`src/rtl/redmule_pkg.sv`:
```
// Shared types and default widths for the RedMulE streamer-side address sequencers.
package redmule_pkg;

    localparam int unsigned TileSeqNumLoops = 3;
    localparam int unsigned TileSeqAddrW    = 32;
    localparam int unsigned TileSeqCntW     = 16;
    localparam int unsigned TileSeqLenW     = 8;
    localparam int unsigned TileSeqTileW    = 16;

    typedef logic [1:0] tile_seq_state_e;

    localparam tile_seq_state_e StIdle     = 2'd0;
    localparam tile_seq_state_e StIssue    = 2'd1;
    localparam tile_seq_state_e StWait     = 2'd2;
    localparam tile_seq_state_e StFinished = 2'd3;

    // Default-width view of a sequencer job configuration.
    typedef struct packed {
        logic [TileSeqAddrW-1:0]                      base;
        logic [TileSeqNumLoops-1:0][TileSeqCntW-1:0]  bound;
        logic [TileSeqNumLoops-1:0][TileSeqAddrW-1:0] stride;
        logic [TileSeqLenW-1:0]                       len;
        logic [TileSeqLenW-1:0]                       last_len;
        logic                                         pack;
        logic [TileSeqTileW-1:0]                      tot_tiles;
    } tile_seq_cfg_t;

endpackage

```
`src/rtl/redmule_loop_counter.sv`:
```
// One loop level: iteration counter plus running byte offset, stepped by the carry chain.
module redmule_loop_counter #(
    parameter int unsigned CNT_W  = 16,
    parameter int unsigned ADDR_W = 32
) (
    input  logic              clk_i,
    input  logic              rst_i,
    input  logic              init_i,
    input  logic              step_i,
    input  logic [CNT_W-1:0]  bound_i,
    input  logic [ADDR_W-1:0] stride_i,
    output logic [ADDR_W-1:0] offset_o,
    output logic              at_last_o
);

    logic [CNT_W-1:0]  cnt_q;
    logic [ADDR_W-1:0] offset_q;

    // bound_i is never 0 once latched, so bound-1 is the final iteration.
    assign at_last_o = (cnt_q == bound_i - CNT_W'(1));
    assign offset_o  = offset_q;

    always_ff @(posedge clk_i) begin
        if (rst_i || init_i) begin
            cnt_q    <= '0;
            offset_q <= '0;
        end else if (step_i) begin
            if (at_last_o) begin
                cnt_q    <= '0;
                offset_q <= '0;
            end else begin
                cnt_q    <= cnt_q + CNT_W'(1);
                offset_q <= offset_q + stride_i;
            end
        end
    end

endmodule

```
`src/rtl/redmule_tile_addr_sequencer.sv`:
```
// Issues one streamer start request per tile while walking NUM_LOOPS nested address loops.
module redmule_tile_addr_sequencer
    import redmule_pkg::*;
#(
    parameter int unsigned NUM_LOOPS = TileSeqNumLoops,
    parameter int unsigned ADDR_W    = TileSeqAddrW,
    parameter int unsigned CNT_W     = TileSeqCntW,
    parameter int unsigned LEN_W     = TileSeqLenW,
    parameter int unsigned TILE_W    = TileSeqTileW
) (
    input  logic                          clk_i,
    input  logic                          rst_i,
    input  logic                          clear_i,
    input  logic                          start_i,
    input  logic [ADDR_W-1:0]             cfg_base_addr_i,
    input  logic [NUM_LOOPS*CNT_W-1:0]    cfg_bound_i,
    input  logic [NUM_LOOPS*ADDR_W-1:0]   cfg_stride_i,
    input  logic [LEN_W-1:0]              cfg_len_i,
    input  logic [LEN_W-1:0]              cfg_last_len_i,
    input  logic                          cfg_pack_i,
    input  logic [TILE_W-1:0]             cfg_tot_tiles_i,
    input  logic                          ready_start_i,
    input  logic                          done_i,
    output logic                          req_start_o,
    output logic [ADDR_W-1:0]             base_addr_o,
    output logic [LEN_W-1:0]              tot_len_o,
    output logic [TILE_W-1:0]             tile_idx_o,
    output logic                          busy_o,
    output logic                          finished_o
);

    typedef struct packed {
        logic [ADDR_W-1:0]                 base;
        logic [NUM_LOOPS-1:0][CNT_W-1:0]   bound;
        logic [NUM_LOOPS-1:0][ADDR_W-1:0]  stride;
        logic [LEN_W-1:0]                  len;
        logic [LEN_W-1:0]                  last_len;
        logic                              pack;
        logic [TILE_W-1:0]                 tot_tiles;
    } cfg_t;

    tile_seq_state_e                  state_q, state_d;
    cfg_t                             cfg_q, cfg_d;
    logic [TILE_W-1:0]                tile_q, tile_d;
    logic                             soft_rst;
    logic                             load;
    logic                             advance;
    logic [NUM_LOOPS-1:0]             step;
    logic [NUM_LOOPS-1:0]             at_last;
    logic [NUM_LOOPS-1:0][ADDR_W-1:0] offset;
    logic [NUM_LOOPS-1:0][CNT_W-1:0]  bound_in;
    logic [LEN_W-1:0]                 raw_len;
    logic [LEN_W:0]                   packed_len;

    assign soft_rst = rst_i | clear_i;
    assign bound_in = cfg_bound_i;

    always_comb begin
        state_d     = state_q;
        cfg_d       = cfg_q;
        tile_d      = tile_q;
        load        = 1'b0;
        advance     = 1'b0;
        req_start_o = 1'b0;
        unique case (state_q)
            StIdle, StFinished: begin
                if (start_i) begin
                    load           = 1'b1;
                    tile_d         = '0;
                    cfg_d.base     = cfg_base_addr_i;
                    cfg_d.stride   = cfg_stride_i;
                    cfg_d.len      = cfg_len_i;
                    cfg_d.last_len = cfg_last_len_i;
                    cfg_d.pack     = cfg_pack_i;
                    cfg_d.tot_tiles = cfg_tot_tiles_i;
                    for (int i = 0; i < NUM_LOOPS; i++) begin
                        cfg_d.bound[i] = (bound_in[i] == '0) ? CNT_W'(1) : bound_in[i];
                    end
                    state_d = (cfg_tot_tiles_i == '0) ? StFinished : StIssue;
                end
            end
            StIssue: begin
                req_start_o = ready_start_i;
                if (ready_start_i) state_d = StWait;
            end
            StWait: begin
                if (done_i) begin
                    // The final tile leaves counters untouched so outputs hold in FINISHED.
                    if (tile_q + TILE_W'(1) == cfg_q.tot_tiles) begin
                        state_d = StFinished;
                    end else begin
                        advance = 1'b1;
                        tile_d  = tile_q + TILE_W'(1);
                        state_d = StIssue;
                    end
                end
            end
            default: state_d = StIdle;
        endcase
    end

    always_ff @(posedge clk_i) begin
        if (soft_rst) begin
            state_q <= StIdle;
            cfg_q   <= '0;
            tile_q  <= '0;
        end else begin
            state_q <= state_d;
            cfg_q   <= cfg_d;
            tile_q  <= tile_d;
        end
    end

    // Loop i steps only when every inner loop is on its final iteration.
    always_comb begin
        step[0] = advance;
        for (int i = 1; i < NUM_LOOPS; i++) begin
            step[i] = step[i-1] & at_last[i-1];
        end
    end

    for (genvar g = 0; g < NUM_LOOPS; g++) begin : gen_loop
        redmule_loop_counter #(
            .CNT_W  (CNT_W),
            .ADDR_W (ADDR_W)
        ) u_loop (
            .clk_i     (clk_i),
            .rst_i     (soft_rst),
            .init_i    (load),
            .step_i    (step[g]),
            .bound_i   (cfg_q.bound[g]),
            .stride_i  (cfg_q.stride[g]),
            .offset_o  (offset[g]),
            .at_last_o (at_last[g])
        );
    end

    always_comb begin
        base_addr_o = cfg_q.base;
        for (int i = 0; i < NUM_LOOPS; i++) begin
            base_addr_o = base_addr_o + offset[i];
        end
    end

    always_comb begin
        raw_len    = (at_last[NUM_LOOPS-1] && cfg_q.last_len != '0) ? cfg_q.last_len : cfg_q.len;
        packed_len = ({1'b0, raw_len} + (LEN_W+1)'(1)) >> 1;
        tot_len_o  = cfg_q.pack ? packed_len[LEN_W-1:0] : raw_len;
    end

    assign tile_idx_o = tile_q;
    assign busy_o     = (state_q == StIssue) || (state_q == StWait);
    assign finished_o = (state_q == StFinished);

endmodule

```
`config.mk`:
```
export PLATFORM = sky130hd
export DESIGN_NAME = redmule_tile_addr_sequencer
export DESIGN_NICKNAME = d
export VERILOG_FILES = /design/src/rtl/redmule_pkg.sv /design/src/rtl/redmule_loop_counter.sv /design/src/rtl/redmule_tile_addr_sequencer.sv
export SDC_FILE = /design/constraint.sdc
export NUM_CORES = 1
export LEC_CHECK = 0
export BUFFER_PORTS_ARGS = -buffer_cell sky130_fd_sc_hd__buf_2
export CAP_MARGIN = 20
export CORE_MARGIN = 5
export CORE_UTILIZATION = 50
export DETAILED_ROUTE_END_ITERATION = 16
export PLACE_DENSITY_LB_ADDON = 0.2
export SETUP_SLACK_MARGIN = 0.3
export SLEW_MARGIN = 10
export SYNTH_ARGS = -nofsm -noshare
export SYNTH_HDL_FRONTEND = slang
export SYNTH_SLANG_ARGS = --single-unit
```
`constraint.sdc`:
```
create_clock -name clk_i -period 5.1 [get_ports clk_i]
set_input_delay 0.765 -clock clk_i [delete_from_list [all_inputs] [get_ports clk_i]]
set_output_delay 0.765 -clock clk_i [all_outputs]
set_load 0.01 [all_outputs]
```
==> results of run 1 <==
-- sequential cells by signal, indices dropped and copies added (netlist names) --
| signal | cells |
|---|---|
| gen_loop.u_loop.cnt_q | 48 |
| state_q | 2 |
| gen_loop.u_loop.offset_o | 96 |
| cfg_q | 209 |
| tile_idx_o | 16 |
-- timing repair --
| action | CTS | global route |
|---|---|---|
| resized for setup | 57 | 41 |
| pin swaps | 36 | 24 |
| setup endpoints to repair | 26 | 25 |
| buffers inserted | 9 | 13 |
-- worst max-delay path: stages, from the launching register on --
cell and delay (ps):
dfxtp_2 330, inv_2 40, fa_1 500, fa_1 560, inv_1 60, ha_1 280
a21o_1 180, a221oi_4 90, a211oi_2 280, o211ai_1 160, a21o_1 220, o31a_1 300
a21oi_2 200, nand2b_1 90, o21a_1 220, o21ai_1 150, xor2_1 220, buf_2 170
-- worst paths after layout --
check,startpoint,end,slack (ps),cells past startpoint
min reg2reg,cfg_q[178],cfg_q[178],450,2
max,gen_loop[0].u_loop.offset_o[2],base_addr_o[30],-300,17
max reg2reg,gen_loop[2].u_loop.offset_o[0],gen_loop[2].u_loop.offset_o[30],610,13
min,cfg_stride_i[79],cfg_q[112],440,3
-- synth_stat cells (23+ instances only) --
| master | number |
|---|---|
| clkbuf_1 | 108 |
| xnor2_1 | 140 |
| nand3_1 | 51 |
| fa_1 | 65 |
| a22o_1 | 53 |
| nor4_1 | 32 |
| ha_1 | 135 |
| dfxtp_1 | 371 |
| and3_1 | 26 |
| a21oi_1 | 350 |
| nor2_1 | 168 |
| or3_1 | 23 |
| nor3_1 | 63 |
| inv_1 | 154 |
| nand4_1 | 23 |
| nand2_1 | 550 |
| o21ai_0 | 120 |
| xor2_1 | 88 |
| a21o_1 | 61 |
-- final cells by class --
class,count,area share [%]
clock buffer,63,4.831
timing repair buffer,337,7.077
sequential,371,27.37
antenna,5,0.04601
inverter,154,2.135
multi-input combinational,2250,55.16
clock inverter,13,0.6212
tap,600,2.761
-- power by group through the flow --
| stage | logic, mW | registers, mW | clock network, mW |
|---|---|---|---|
| 5_1_grt | 0.848 | 3.02 | 3.40 |
| 3_3_place_gp | 0.714 | 3.08 | 0 |
| 2_1_floorplan | 0.482 | 3.06 | 0 |
| 6_report | 0.762 | 3.02 | 3.21 |
| 4_1_cts | 0.746 | 3.02 | 3.28 |
| 3_5_place_dp | 0.731 | 3.08 | 0 |
-- metal layers --
layer | wire [um] | GRT usage [%] | vias up
li1 | - | - | 10590
met1 | 27710 | 31.14 | 10050
met2 | 30920 | 42.00 | 530
met3 | 3512 | 4.103 | 124
met4 | 2109 | 8.230 | 6
met5 | 54 | 0 | -
-- logic make-up (layout without fill, tap and decap cells) --
family,count (synthesis),count (layout),share of synthesized area [%]
AND/OR/NAND/NOR,1049,1049,20.78
AO/OA/AOI/OAI,759,759,20.28
flip-flops,371,371,32.15
buffers and inverters,277,567,4.543
XOR/XNOR,228,228,8.643
adder cells (fa/ha/maj),200,200,12.94
multiplexers,14,14,0.6715
other,0,5,0
==> impl_summary.log, run 1 <==
[metrics] Hold WS: 443.4 ps
[metrics] Max transition margin: 27.98%
[metrics] clock sinks: 371
[metrics] count of pins over their slew limit: 0
[metrics] final HPWL from detailed placement: 48.06 mm
[metrics] number of placement rows: 78
[metrics] number of ports placed on the die boundary: 274
[metrics] worst min-delay path category: primary input to register
[metrics] average instance area after synthesis: 7.973 um^2
[metrics] leading register cell type out of synthesis: dfxtp_1
[metrics] Clock Tree Buf Depth: 3
[metrics] area taken by flip-flops and latches: 0.007442 mm^2
[metrics] nets@finish: 3572
[metrics] hold buffer count at cts: 0
[metrics] H-tree lvl count: 2
[metrics] unrepaired setup endpoints after global routing: true
[metrics] leakage: 11.72 nW
[metrics] clock tree from TritonCTS: done
[metrics] Cell Count, Final, Fillers Out: 3793
[metrics] relative contribution of sequential cells to total power: 43.2%
[metrics] remaining global-route overflow: 0
[metrics] Maximum Capacitance Violations: 0
[metrics] drt total wl: 64.30 mm
[metrics] final number of setup-violating endpoints: 10
[metrics] setup slack of the critical path after layout: -295.9 ps
[metrics] final worst clock skew: 14.92 ps
[metrics] fraction of the cycle the final worst path needs: 105.8%
[metrics] total negative slack for setup checks: -1555 ps
[metrics] number of detailed-route iterations in the first pass: 5
[metrics] number of endpoints with negative hold slack in the final report: 0
[metrics] die height: 225.0 um
[metrics] total power after layout: 6.986 mW
[metrics] DP Worst Slack: -150.7 ps
[metrics] number of flops mapped to enable cells by yosys: 0
[metrics] antenna violations before repair: 7
[metrics] ys async rst share: 0%
[metrics] failing checks: setup timing
[metrics] Floorplan Core Area: 0.04558 mm^2
[metrics] initial standard-cell utilization of the core: 50.69%
[metrics] worst setup path class: register to primary output
[metrics] area fraction of the dominant cell type after synthesis: 32.15%
[metrics] worst vdd ir: 0.2492 mV
[metrics] CP arrival: 4630 ps
[metrics] die boundary width: 225.0 um
[metrics] placed instance count: 3690
[metrics] total via count after detailed routing: 21290
[metrics] fin crit period: 5396 ps
[metrics] ANT nets after route: 0
[metrics] Net Switching: 1.751 mW
[metrics] startpoint class of the critical path: register
[metrics] combinational share of power: 10.9%
[metrics] vias per std cell: 5.614
[metrics] type of element capturing the critical path: primary output
[metrics] Inserted Clock Buffers: 43
[metrics] routability congestion estimate: 0.9020
[metrics] number of port buffers: 273
[metrics] commonest non-fill, non-tap cells in the layout: nand2_1, dfxtp_1, a21oi_1
[metrics] fraction of layout cells with a size suffix above 1: 15.87%
[metrics] run status: complete, but fails checks
[metrics] final standard cell area without fillers: 0.02719 mm^2
[metrics] maximum achievable frequency: 0.1853 GHz
[metrics] PD cells: 256.9 mW/mm^2
[metrics] Clock Pin Slew Worst Setup and Hold Paths: 50 ps
[metrics] transition time of the tightest slew-check pin: 1072 ps
[metrics] Syn Inst Count: 2898
[metrics] library cell occupying the most area in the post-synthesis netlist: dfxtp_1
[metrics] clock group share of total power: 45.9%
[metrics] largest fanout of any net on the critical path: 3
[metrics] wire length of the first global-routing pass: 102.8 mm
[metrics] Area Overhead vs Synth: 17.69%
[metrics] overall track demand over capacity in global routing: 24.39%
[metrics] mean routed wirelength per cell: 16.95 um
[metrics] Yosys cell types: 82
[metrics] cell types with the largest area share after synthesis: dfxtp_1, nand2_1, a21oi_1, ha_1, fa_1
[metrics] pin count of the biggest net entering global routing: 201
[metrics] drt drc: 0
[metrics] Filler Cells Inserted: 4168
[metrics] post-synthesis net count: 3313
[metrics] required time reported for the critical path endpoint: 4340 ps
[metrics] area occupied by multi-input gates: 0.01500 mm^2
[metrics] count of yosys warnings during synthesis: 0
[metrics] most common library cell in the layout ignoring fill and taps: nand2_1
[metrics] number of DRC markers after the initial detailed-route iteration: 1424
[metrics] flip-flop and latch count after synthesis: 371
[metrics] internal power consumption: 5.235 mW
[metrics] via count of the first global-routing pass: 20510
[metrics] post-layout utilization of the core: 59.66%
[metrics] switching part of the total power: 25.07%
[metrics] Worst-Skew Late Latency: 560 ps
[metrics] root cell of the clock tree: clkbuf_16
[metrics] Post-Syn Area: 0.02310 mm^2
[metrics] sequential area share after synthesis: 32.15%
[metrics] cell area after placement: 0.02513 mm^2
[metrics] Total Die Area: 0.05061 mm^2
(Power assumes the default switching activity.)
==> inputs of run 2 (changes only) <==
--- a/config.mk
+++ b/config.mk
@@ -10,9 +10,11 @@
 export CORE_MARGIN = 5
 export CORE_UTILIZATION = 50
 export DETAILED_ROUTE_END_ITERATION = 16
+export HOLD_SLACK_MARGIN = 0.1
 export PLACE_DENSITY_LB_ADDON = 0.2
 export SETUP_SLACK_MARGIN = 0.3
 export SLEW_MARGIN = 10
 export SYNTH_ARGS = -nofsm -noshare
 export SYNTH_HDL_FRONTEND = slang
+export SYNTH_HIERARCHICAL = 1
 export SYNTH_SLANG_ARGS = --single-unit
==> run 2 against run 1 <==
Against the previous run: fmax increased by 7.2%; sequential power about the same; clock skew increased by 1.5 ps; non-clock buffer count up 7; final area increased by 5.5%; critical path depth decreased by 1; flip-flop and latch count unchanged; first-iteration DRC count grew 13%; synthesized cell count up 6.7%; combinational power is 5.8% higher; the flow now finishes without violations; core utilization rose by 0.20 points; critical path type unchanged.
==> impl_summary.log, run 2 <==
[metrics] Maximum Capacitance Violations: 0
[metrics] Max transition margin: 32.94%
[metrics] via count of the first global-routing pass: 22190
[metrics] library cell occupying the most area in the post-synthesis netlist: dfxtp_1
[metrics] leakage: 12.00 nW
[metrics] post-synthesis net count: 3508
[metrics] internal power consumption: 5.317 mW
[metrics] initial standard-cell utilization of the core: 50.78%
[metrics] worst min-delay path startpoint: cfg_stride_i[69]
[metrics] relative contribution of sequential cells to total power: 42.2%
[metrics] die boundary width: 230.7 um
[metrics] Clock Pin Slew Worst Setup and Hold Paths: 60 ps
[metrics] number of endpoints with negative hold slack in the final report: 0
[metrics] PD cells: 249.7 mW/mm^2
[metrics] final worst clock skew: 16.46 ps
[metrics] Area Overhead vs Synth: 17.88%
[metrics] nets@finish: 3765
[metrics] CP arrival: 4270 ps
[metrics] Inserted Clock Buffers: 45
[metrics] maximum achievable frequency: 0.1986 GHz
[metrics] fraction of layout cells with a size suffix above 1: 18.93%
[metrics] fin crit period: 5035 ps
[metrics] Top reg by flops: cfg_q
[metrics] worst vdd ir: 0.2211 mV
[metrics] cell area after placement: 0.02605 mm^2
[metrics] leading register cell type out of synthesis: dfxtp_1
[metrics] number of flip-flops under the largest register name: 209
[metrics] number of port buffers: 273
[metrics] count of pins over their slew limit: 0
[metrics] startpoint class of the critical path: register
[metrics] Post-Syn Area: 0.02435 mm^2
[metrics] number of detailed-route iterations in the first pass: 8
[metrics] startpoint of the most critical register-to-register path: cfg_q[147]
[metrics] sequential area share after synthesis: 30.51%
[metrics] drt total wl: 72.77 mm
[metrics] number of flops mapped to enable cells by yosys: 0
[metrics] cell types with the largest area share after synthesis: dfxtp_1, nand2_1, a21oi_1, ha_1, fa_1
[metrics] clock tree from TritonCTS: done
[metrics] remaining global-route overflow: 0
[metrics] number of placement rows: 80
[metrics] flip-flop and latch count after synthesis: 371
[metrics] drt drc: 0
[metrics] worst setup path class: register to primary output
[metrics] area fraction of the dominant cell type after synthesis: 30.51%
[metrics] total via count after detailed routing: 22700
[metrics] depth of the worst hold-timing path: 3
[metrics] unrepaired setup endpoints after global routing: true
[metrics] final number of setup-violating endpoints: 0
[metrics] transition time of the tightest slew-check pin: 1006 ps
[metrics] final HPWL from detailed placement: 54.03 mm
[metrics] wire length of the first global-routing pass: 115.9 mm
[metrics] worst min-delay path category: primary input to register
[metrics] Commonest cells post-synth: nand2_1, a21oi_1, dfxtp_1, inv_1, nor2_1
[metrics] number of cells on the worst reg-to-reg path: 19
[metrics] most common cell in the netlist: nand2_1
[metrics] required time reported for the critical path endpoint: 4340 ps
[metrics] mean routed wirelength per cell: 18.18 um
[metrics] Yosys cell types: 109
[metrics] antenna violations before repair: 3
[metrics] hold buffer count at cts: 0
[metrics] DP Worst Slack: 27.46 ps
[metrics] Net Switching: 1.850 mW
[metrics] pin count of the biggest net entering global routing: 115
[metrics] commonest non-fill, non-tap cells in the layout: nand2_1, a21oi_1, dfxtp_1
[metrics] Worst-Skew Late Latency: 580 ps
[metrics] fraction of the cycle the final worst path needs: 98.73%
[metrics] overall track demand over capacity in global routing: 26.26%
[metrics] largest fanout of any net on the critical path: 3
[metrics] average instance area after synthesis: 7.871 um^2
[metrics] Clock Tree Buf Depth: 3
[metrics] number of ports placed on the die boundary: 274
[metrics] root cell of the clock tree: clkbuf_16
[metrics] number of DRC markers after the initial detailed-route iteration: 1602
[metrics] Syn Inst Count: 3093
[metrics] Floorplan Core Area: 0.04795 mm^2
[metrics] Total Die Area: 0.05320 mm^2
[metrics] ys async rst share: 0%
[metrics] switching part of the total power: 25.81%
[metrics] vias per std cell: 5.672
[metrics] ANT nets after route: 0
[metrics] die height: 230.7 um
[metrics] total power after layout: 7.167 mW
[metrics] final standard cell area without fillers: 0.02870 mm^2
[metrics] setup slack of the critical path after layout: 64.69 ps
[metrics] type of element capturing the critical path: primary output
[metrics] most common library cell in the layout ignoring fill and taps: nand2_1
[metrics] clock group share of total power: 46.6%
[metrics] count of yosys warnings during synthesis: 6
[metrics] Crit Reg-Reg Endpoint: gen_loop[2].u_loop/cnt_q[11]
[metrics] combinational share of power: 11.2%
[metrics] endpoint of the worst hold path: cfg_q[102]
[metrics] run status: finished, final reports clean
[metrics] routability congestion estimate: 0.9570
[metrics] clock sinks: 371
[metrics] R2R Setup Slk: 650 ps
[metrics] H-tree lvl count: 2
-- run 2: area by class of cell --
class	count	area, um^2
fill	4390	19250
multi-input combinational	2370	16090
sequential	371	7453
timing repair buffer	344	2009
clock buffer	69	1369
inverter	218	828.3
tap	615	769.5
clock inverter	14	176.4
antenna	2	5.005
-- run 2: cell families after synthesis --
logic type,count (synthesis),synth area share [%]
AO/OA/AOI/OAI,761,19.25
XOR/XNOR,236,8.608
adder cells (fa/ha/maj),200,12.28
buffers and inverters,352,6.008
flip-flops,371,30.51
multiplexers,16,0.6732
AND/OR/NAND/NOR,1157,22.67
-- run 2: worst max-delay path by stage --
stage | slack [ps] | end | start
after detailed placement | 30 | base_addr_o[30] | gen_loop[0].u_loop/offset_o[7]
after global routing | -70 | base_addr_o[30] | gen_loop[2].u_loop/offset_o[12]
after floorplan | 460 | tot_len_o[3] | cfg_q[161]
final | 60 | base_addr_o[30] | gen_loop[0].u_loop/offset_o[3]
after CTS | -70 | base_addr_o[31] | gen_loop[0].u_loop/offset_o[1]
after global placement | 60 | base_addr_o[30] | gen_loop[0].u_loop/offset_o[7]
-- run 2: power by group through the flow --
stage	clock network, mW	logic, mW	registers (mW)
after floorplan	0	0.525	3.06
after global placement	0	0.738	3.08
after detailed placement	0	0.757	3.08
after CTS	3.40	0.781	3.02
after global routing	3.53	0.891	3.03
final	3.34	0.806	3.02
-- run 2: routing by layer --
layer	part of all wire [%]	vias up	track usage (%)
met5	0	-	0
met4	3.1	0	8.525
met3	5.4	132	3.330
met2	47	611	44.25
met1	44	10840	35.21
li1	-	11120	-
-- run 2: metrics by stage --
| step | utilization (%) | setup TNS [ps] | cells | hold slack (ps) |
|---|---|---|---|---|
| 2_1_floorplan | - | 0 | 3093 | 433.0 |
| 3_3_place_gp | 54.33 | 0 | 3873 | 445.1 |
| 3_5_place_dp | 54.33 | 0 | 3873 | 448.2 |
| 4_1_cts | 58.79 | -65.85 | 3979 | 387.1 |
| 5_1_grt | 59.86 | -307.7 | 4003 | 416.8 |
| 6_report | 59.86 | 0 | 4003 | 423.9 |
-- run 2: critical path: stages (launching register included) --
cell       delay (ps)
dfxtp_2           340
inv_2              50
fa_1              560
inv_2              50
fa_1              500
ha_4              310
o21ai_2            60
or2_4             260
a211o_4           370
a31oi_4           200
buf_6             150
a2111oi_4          70
buf_4             160
o31ai_2           200
a21oi_1           100
xnor2_1           150
buf_2             150
-- run 2: what timing repair did --
| action | CTS | global route |
|---|---|---|
| setup buffers | 23 | 20 |
| gates resized for setup | 109 | 66 |
| setup endpoints to repair | 30 | 28 |
| cloned | 0 | 0 |
| pin swaps | 41 | 38 |
